File: src/rtl/controladora_memoria.sv
// Block transfer engine between main memory and an internal secondary store (STD/LDD); optional bounds check via CTRLMEM_BOUNDS_EN.
// Latency: STD 2*BLK_LEN cycles, LDD BLK_LEN cycles, then DONE until both request lines drop.
// Backpressure: waitTR stalls the control unit for the whole transfer; no new request until requests seen low.
module controladora_memoria #(
    parameter int DATA_W  = 8,
    parameter int ADDR_W  = 8,
    parameter int SEC_AW  = 6,
    parameter int BLK_LEN = 4
) (
    input  logic              clk,
    input  logic              reset,
    input  logic              trSTD,
    input  logic              trLDD,
    input  logic [ADDR_W-1:0] memAddr,
    input  logic [SEC_AW-1:0] secAddr,
    output logic              waitTR,
    output logic [ADDR_W-1:0] mAddr,
    output logic [DATA_W-1:0] mWdata,
    output logic              mWe,
    input  logic [DATA_W-1:0] mRdata,
    output logic              trErr
);
    typedef enum logic [2:0] {IDLE, STD_RD, STD_WR, LDD_WR, DONE} state_t;

    localparam logic [SEC_AW-1:0] LAST = SEC_AW'(BLK_LEN - 1);

    state_t            state_q;
    logic [SEC_AW-1:0] i_q, i_d, base_s_q, sec_idx_d;
    logic [ADDR_W-1:0] base_m_q, mAddr_q, mAddr_d;
    logic [DATA_W-1:0] mWdata_q;
    logic              mWe_q;
    logic              req, last;
    logic [DATA_W-1:0] sec_q [0:2**SEC_AW-1];

    assign req       = trSTD | trLDD;
    assign last      = (i_q == LAST);
    assign i_d       = i_q + SEC_AW'(1);
    assign sec_idx_d = base_s_q + i_d;
    assign mAddr_d   = base_m_q + ADDR_W'(i_d);

    assign waitTR = !reset && ((state_q == IDLE && req) || state_q == STD_RD ||
                               state_q == STD_WR || state_q == LDD_WR);
    assign mAddr  = mAddr_q;
    assign mWdata = mWdata_q;
    assign mWe    = mWe_q;

`ifdef CTRLMEM_BOUNDS_EN
    localparam logic [SEC_AW+1:0] BLK_W   = (SEC_AW+2)'(BLK_LEN);
    localparam logic [SEC_AW+1:0] DEPTH_W = (SEC_AW+2)'(2**SEC_AW);
    logic err_q, bad;
    assign bad   = ({2'b00, secAddr} + BLK_W) > DEPTH_W;
    assign trErr = err_q;
`else
    assign trErr = 1'b0;
`endif

    always_ff @(posedge clk or posedge reset) begin
        if (reset) begin
            state_q  <= IDLE;
            i_q      <= '0;
            base_m_q <= '0;
            base_s_q <= '0;
            mAddr_q  <= '0;
            mWdata_q <= '0;
            mWe_q    <= 1'b0;
`ifdef CTRLMEM_BOUNDS_EN
            err_q    <= 1'b0;
`endif
        end else begin
            case (state_q)
                IDLE: begin
                    mWe_q <= 1'b0;
                    if (req) begin
                        base_m_q <= memAddr;
                        base_s_q <= secAddr;
                        i_q      <= '0;
`ifdef CTRLMEM_BOUNDS_EN
                        if (bad) begin
                            state_q <= DONE;
                            err_q   <= 1'b1;
                        end else
`endif
                        if (trSTD) begin
                            state_q <= STD_RD;
                            mAddr_q <= memAddr;
                        end else begin
                            state_q  <= LDD_WR;
                            mAddr_q  <= memAddr;
                            mWdata_q <= sec_q[secAddr];
                            mWe_q    <= 1'b1;
                        end
                    end
                end
                STD_RD: state_q <= STD_WR;
                STD_WR: begin
                    if (last) begin
                        state_q <= DONE;
                    end else begin
                        state_q <= STD_RD;
                        i_q     <= i_d;
                        mAddr_q <= mAddr_d;
                    end
                end
                LDD_WR: begin
                    if (last) begin
                        state_q <= DONE;
                        mWe_q   <= 1'b0;
                    end else begin
                        i_q      <= i_d;
                        mAddr_q  <= mAddr_d;
                        mWdata_q <= sec_q[sec_idx_d];
                    end
                end
                DONE: begin
                    // Hold here until the request level drops so the same request cannot retrigger.
                    if (!req) begin
                        state_q <= IDLE;
`ifdef CTRLMEM_BOUNDS_EN
                        err_q   <= 1'b0;
`endif
                    end
                end
                default: state_q <= IDLE;
            endcase
        end
    end

    // Store has no reset: words written before a reset survive it.
    always_ff @(posedge clk) begin
        if (state_q == STD_WR)
            sec_q[base_s_q + i_q] <= mRdata;
    end
endmodule
File: config.mk
export PLATFORM = sky130hd
export DESIGN_NAME = controladora_memoria
export DESIGN_NICKNAME = d
export VERILOG_FILES = /design/src/rtl/controladora_memoria.sv
export SDC_FILE = /design/constraint.sdc
export NUM_CORES = 1
export LEC_CHECK = 0
export CAP_MARGIN = 20
export CORE_ASPECT_RATIO = 1.25
export CORE_UTILIZATION = 65
export DETAILED_ROUTE_END_ITERATION = 8
export PLACE_DENSITY = 0.82
export SYNTH_ARGS = -nofsm -noshare
export SYNTH_HDL_FRONTEND = slang
export SYNTH_SLANG_ARGS = --single-unit
File: constraint.sdc
create_clock -name clk -period 7.6 [get_ports clk]
set_input_delay 2.28 -clock clk [delete_from_list [all_inputs] [get_ports clk]]
set_output_delay 2.28 -clock clk [all_outputs]
set_load 0.02 [all_outputs]
==> out/metrics.cfg <==
[status]
status=completed

[timing]
drv_slew=0
rsz0062_at_grt=false
finalCritPeriodShare_pct=78.8
maxSlewHeadroom_pct=22.4
fmax_mhz=167
period_needed_ps=5990
finalSetupViolCount=0
setup_tns_ps=0
clock_skew_ps=28.3
worstMarginPinSlew_ps=1160
hold_violations=0

[critical_path]
worst-endpoint-required_ps=5320
crit_path_end_kind=primary output
path_class=input pin to primary output
arrival_ps=3710
rr_worst_depth=9
startpoint_type=input pin
path_max_fanout=4
rrSetupSlack_ps=2680

[cells_and_area]
fin_area_um2=29100
syn_to_final_growth_pct=10.0
drive_gt1_share_pct=23.4
multi_input_area_um2=9570
nets=1650
num_antenna_cells=0
nFillCells=2304
seq_area_um2=16400

[synthesis]
synthTopCellsByArea=edfxtp_1, mux4_2, dfrtp_1, nand2_1, mux2i_1
ys.flop_type=edfxtp_1
synth_compound_area_share_pct=3.95
syn_area_per_cell_um2=16.8
synth_edf_count=512
synthMuxAreaShare_pct=23.2
synthXorXnorAreaFrac_pct=0.761
yosys.area_share.adder_pct=1.08
netlist.area_leader.share_pct=58.1
synth_top_family_by_area=multiplexers
synthSimpleGateAreaFrac_pct=6.98
syn_area_um2=26500
async_flop_share_pct=7.25
synth_cells=1573
ys_seq_elements=552
synth_cell_types=67
seq_area_frac_synth_pct=61.9
yosysWarnings=0
yosysTopAreaCell=edfxtp_1
synth_nets=1620

[cts]
postCtsSetupBuffers=0
clk_latency_ps=600
cts_hold_buffers=0
cts_buffers=52
cts.path.max_buffers=3
h-tree-depth=2
root_buffer=clkbuf_16
clkSinkCount=552
cts.repair.resized=0
cts_tree=built
clkSlewWorstSetupHoldPaths_ps=60

[grt]
grt_pass1_wl_um=109000
grt_max_degree=89
antenna_found_initial=2
grt_pass1_vias=16600
grt-ovfl-total=0
grt_usage_pct=36.6

[die]
rows=82
die_width_um=182
core-area_um2=40100
die_h_um=228
initial_core_util_pct=66.0
ios=45
dieArea_um2=41500

[power]
powerDensity_nw_per_um2=483
vdd_drop_max_uv=539
leakage_uw=0.00952

[drt]
drt_iter0_drc=2620
avgViaCountPerCell=7.61
vias=16700
dr.pass1.iters=6
drt-wirelength-per-cell_um=33.5
drt_wl_total_um=73400
ant_nets=0
drc=0

[placement]
dp_hpwl_um=45200
routabilityCongestion=1.03
place_area_um2=27300
io_buffer_count=43

[hold_path]
hold_depth=2
hp-class=flip-flop to flip-flop

[job]
drv_cap=0

==> cell families after synthesis <==
logic type / count (synthesis)
muxes: 302
and+or+nand+nor: 417
AOI/OAI and AO/OA: 146
xor gates and xnor gates: 23
adders and majority gates: 21
DFF: 552
other: 1
buffers and inverters: 111
==> placed cells by master (no fill, tap or decap), drive strengths merged, types with 4 or more instances in the layout <==
| cell type | instances |
|---|---|
| a2111oi | 5 |
| nand2 | 195 |
| dfrtp | 40 |
| clkbuf | 65 |
| o21bai | 5 |
| bufinv | 8 |
| xnor2 | 17 |
| clkinv | 19 |
| nor2b | 14 |
| a221oi | 7 |
| buf | 43 |
| o22ai | 6 |
| ha | 18 |
| nand2b | 5 |
| o221ai | 4 |
| nor2 | 92 |
| nand4 | 13 |
| mux2i | 45 |
| mux2 | 9 |
| inv | 11 |
| and3 | 6 |
| clkdlybuf4s50 | 32 |
| nor3 | 4 |
| edfxtp | 512 |
| nor4 | 7 |
| a22oi | 17 |
| a32oi | 18 |
| o21ai | 32 |
| mux4 | 248 |
| nand3 | 65 |
| a21oi | 18 |
| xor2 | 6 |
| a211oi | 8 |
| a21o | 4 |
==> flip-flops by register name, indices dropped and copies added, names as in the netlist <==
name,count
base_m_q,8
base_s_q,6
i_q,6
mAddr,8
mWdata,8
mWe,1
sec_q,512
state_q,3
==> synth_stat cells (17+ instances only) <==
library cell  count
dfrtp_1          40
nand3_1          65
a32oi_1          18
mux2i_1          45
o21ai_0          26
buf_2            42
xnor2_1          17
nor2_1           92
a22oi_1          17
mux4_2          248
clkbuf_1         30
nand2_1         195
edfxtp_1        512
a21oi_1          18
ha_1             18
==> per-stage QoR <==
| stage | total power [uW] | hold WS (ps) | util (%) | cells | setup WS (ps) |
|---|---|---|---|---|---|
| floorplan | 8820 | 450 | - | 1573 | 2440 |
| global placement | 11000 | 462 | 68.0 | 2089 | 1620 |
| detailed placement | 11100 | 474 | 68.0 | 2089 | 1610 |
| CTS | 13800 | 487 | 72.3 | 2184 | 1600 |
| global route | 14500 | 527 | 72.6 | 2190 | 1540 |
| finish | 14100 | 486 | 72.6 | 2190 | 1610 |
==> final cells by class <==
type,count,share of cell area [%]
Clock buffer,64,4.70
Clock inverter,31,1.24
Timing Repair Buffer,77,2.49
Multi-Input combinational cell,910,32.9
Tap cell,546,2.35
Inverter,10,0.129
Sequential cell,552,56.2
==> where the power goes <==
group | total, uW | leakage (uW) | internal (uW) | switching [uW]
Sequential | 3730 | 0.00509 | 3560 | 177
Combinational | 7630 | 0.00360 | 2900 | 4730
Clock | 2690 | 0.000829 | 1550 | 1140
==> final timing paths <==
check / start / endpoint
max: trSTD / waitTR
min: mAddr[1]$_DFFE_PP0P_ / mAddr[1]$_DFFE_PP0P_
max reg2reg: i_q[0]$_DFFE_PP0P_ / mWdata[3]$_DFFE_PP0P_
min reg2reg: mAddr[1]$_DFFE_PP0P_ / mAddr[1]$_DFFE_PP0P_
max in group asynchronous: reset / mWdata[1]$_DFFE_PP0P_
min in group asynchronous: reset / state_q[2]$_DFFE_PP0P_
==> worst max-delay path, cell delays in order <==
cell	delay [ps]
clkdlybuf4s50_1	490
nor2_1	90
a211oi_1	200
clkdlybuf4s50_1	640
==> layer usage <==
metal | track usage (%) | share of wire, %
met4 | 21.1 | 7.0
met2 | 57.2 | 47
met5 | 0 | 0.031
met1 | 47.4 | 34
met3 | 9.31 | 12
No activity file was read; power rests on OpenSTA's default activity.
==> RTL edit, RTL diff (same settings) <==
Re-encode `state_t` (5 states) as one-hot, 5 bits wide.
--- a/src/rtl/controladora_memoria.sv
+++ b/src/rtl/controladora_memoria.sv
@@ -20,7 +20,7 @@
     input  logic [DATA_W-1:0] mRdata,
     output logic              trErr
 );
-    typedef enum logic [2:0] {IDLE, STD_RD, STD_WR, LDD_WR, DONE} state_t;
+    typedef enum logic [4:0] {IDLE = 5'b00001, STD_RD = 5'b00010, STD_WR = 5'b00100, LDD_WR = 5'b01000, DONE = 5'b10000} state_t;
 
     localparam logic [SEC_AW-1:0] LAST = SEC_AW'(BLK_LEN - 1);
 
Formal check against the unedited RTL: same outputs for any inputs over 4 cycles, from zero or initial values and one cycle with reset high; so few cycles prove little.
==> RTL edit against the unedited design <==
- critical path depth up 2
- clock skew shrank 0.013 ns
- sequential cell count rose by 2
- die area up 1.2%
- first-iteration DRC count shrank 3.6%
- area after synthesis increased by 1.2%
- final area rose by 0.76%
- routed wire length is 3.5% lower
- power decreased by 17%
- setup slack worse by 0.39 ns
- register-to-register slack improved by 0.17 ns
- synthesized cell count decreased by 1.3%
- count of clock-buffer cells in the layout up 5
- critical path type unchanged
- largest power group unchanged
==> RTL edit: results (changes against the unedited design) <==
Cells and area
  • Final Non-Filler Cells: 2167 (was 2190)
  • # nets final: 1627 (was 1650)
  • Layout cells sized above 1: 23.5% (was 23.4%)

Synthesis
  • Syn avg cell area: 17.2 µm² (was 16.8 µm²)
  • Asr flop ratio synth: 7.58% (was 7.25%)
  • Post-synthesis sequential area ratio: 61.4% (was 61.9%)
  • Synth area leaders: edfxtp_1, mux4_2, dfrtp_1 (unchanged)
  • Yosys cell types: 62 (was 67)

Global routing
  • Pin count of the biggest net entering global routing: 129 (was 89)
  • Initial antenna violation count: 0 (was 2)
  • GR Util met3: 7.60% (was 9.31%)
  • Global-route wire length before repair: 105 mm (was 109 mm)
  • Met1 GRT Util: 46.8% (was 47.4%)
  • GRT Total Usage: 34.7% (was 36.6%)
  • M2 GR Usage: 54.1% (was 57.2%)

Power
  • Clk pwr: 2.63 mW (was 2.69 mW)
  • Leak Pwr: 9.66 nW (was 9.52 nW)
  • P_int: 7.33 mW (was 8.01 mW)
  • Seq pwr share: 30.5% (was 26.5%)
  • Peak VDD IR: 0.878 mV (was 0.539 mV)
  • Switch share: 37.0% (was 43.0%)

Placement
  • Final HPWL DP: 44.9 mm (was 45.2 mm)
  • Post-Place Cell Area: 0.0276 mm² (was 0.0273 mm²)
  • Routability congestion estimate: 1.02 (was 1.03)

Route
  • Vias/cell: 7.53 (was 7.61)
  • Initial DRC count: 2526 (was 2620)

Timing
  • Clock skew: 0.0156 ns (was 0.0283 ns)
  • Fin crit period: 6.38 ns (was 5.99 ns)
  • Slew HR: 16.7% (was 22.4%)

Worst setup path
  • Worst Path Max Fanout: 17 (was 4)
  • Cells on worst reg2reg path: 12 (was 9)
  • R2R Setup Slk: 2.85 ns (was 2.68 ns)

Clock tree
  • Clk buf depth: 3 (unchanged)

Run status
  • Status: finished, final reports clean (unchanged)
==> RTL edit: logic make-up (layout without fill, tap and decap cells) <==
kind of cell,Yosys count,count (layout),synth area share [%]
simple gates,284,284,4.93
buf+inv,112,179,2.29
mux,345,345,24.0
fa+ha+maj,21,21,1.07
xor+xnor,22,22,0.720
other cells,1,2,0.0140
flops,554,554,61.4
compound gates,214,214,5.58
==> RTL edit: how the worst min path moves through the flow <==
| stage | from | to | slack, ns | cells after the start |
|---|---|---|---|---|
| floorplan | base_s_q[5]$_DFFE_PP0P_ | base_s_q[5]$_DFFE_PP0P_ | 0.47 | 2 |
| global route | mAddr[0]$_DFFE_PP0P_ | mAddr[0]$_DFFE_PP0P_ | 0.51 | 2 |
| global placement | mAddr[2]$_DFFE_PP0P_ | mAddr[2]$_DFFE_PP0P_ | 0.47 | 2 |
| detailed placement | mAddr[0]$_DFFE_PP0P_ | mAddr[0]$_DFFE_PP0P_ | 0.48 | 2 |
| CTS | mAddr[0]$_DFFE_PP0P_ | mAddr[0]$_DFFE_PP0P_ | 0.50 | 2 |
| finish | mAddr[4]$_DFFE_PP0P_ | mAddr[4]$_DFFE_PP0P_ | 0.49 | 2 |
==> RTL edit: per-layer routing <==
layer	part of all wire, %	vias to the layer above	routed length (µm)
met5	0	-	0
met1	34	8198	24000
met2	48	1380	33900
met4	5.8	0	4100
li1	-	6486	-
met3	12	257	8830
==> RTL edit: layout make-up <==
type,instances,area (µm²)
Clock buffer,69,1410
Tap cell,546,683
Antenna cell,1,2.50
Clock inverter,25,282
Fill cell,2362,11000
Timing Repair Buffer,71,701
Inverter,14,52.6
Multi-Input combinational cell,887,9780
Sequential cell,554,16400
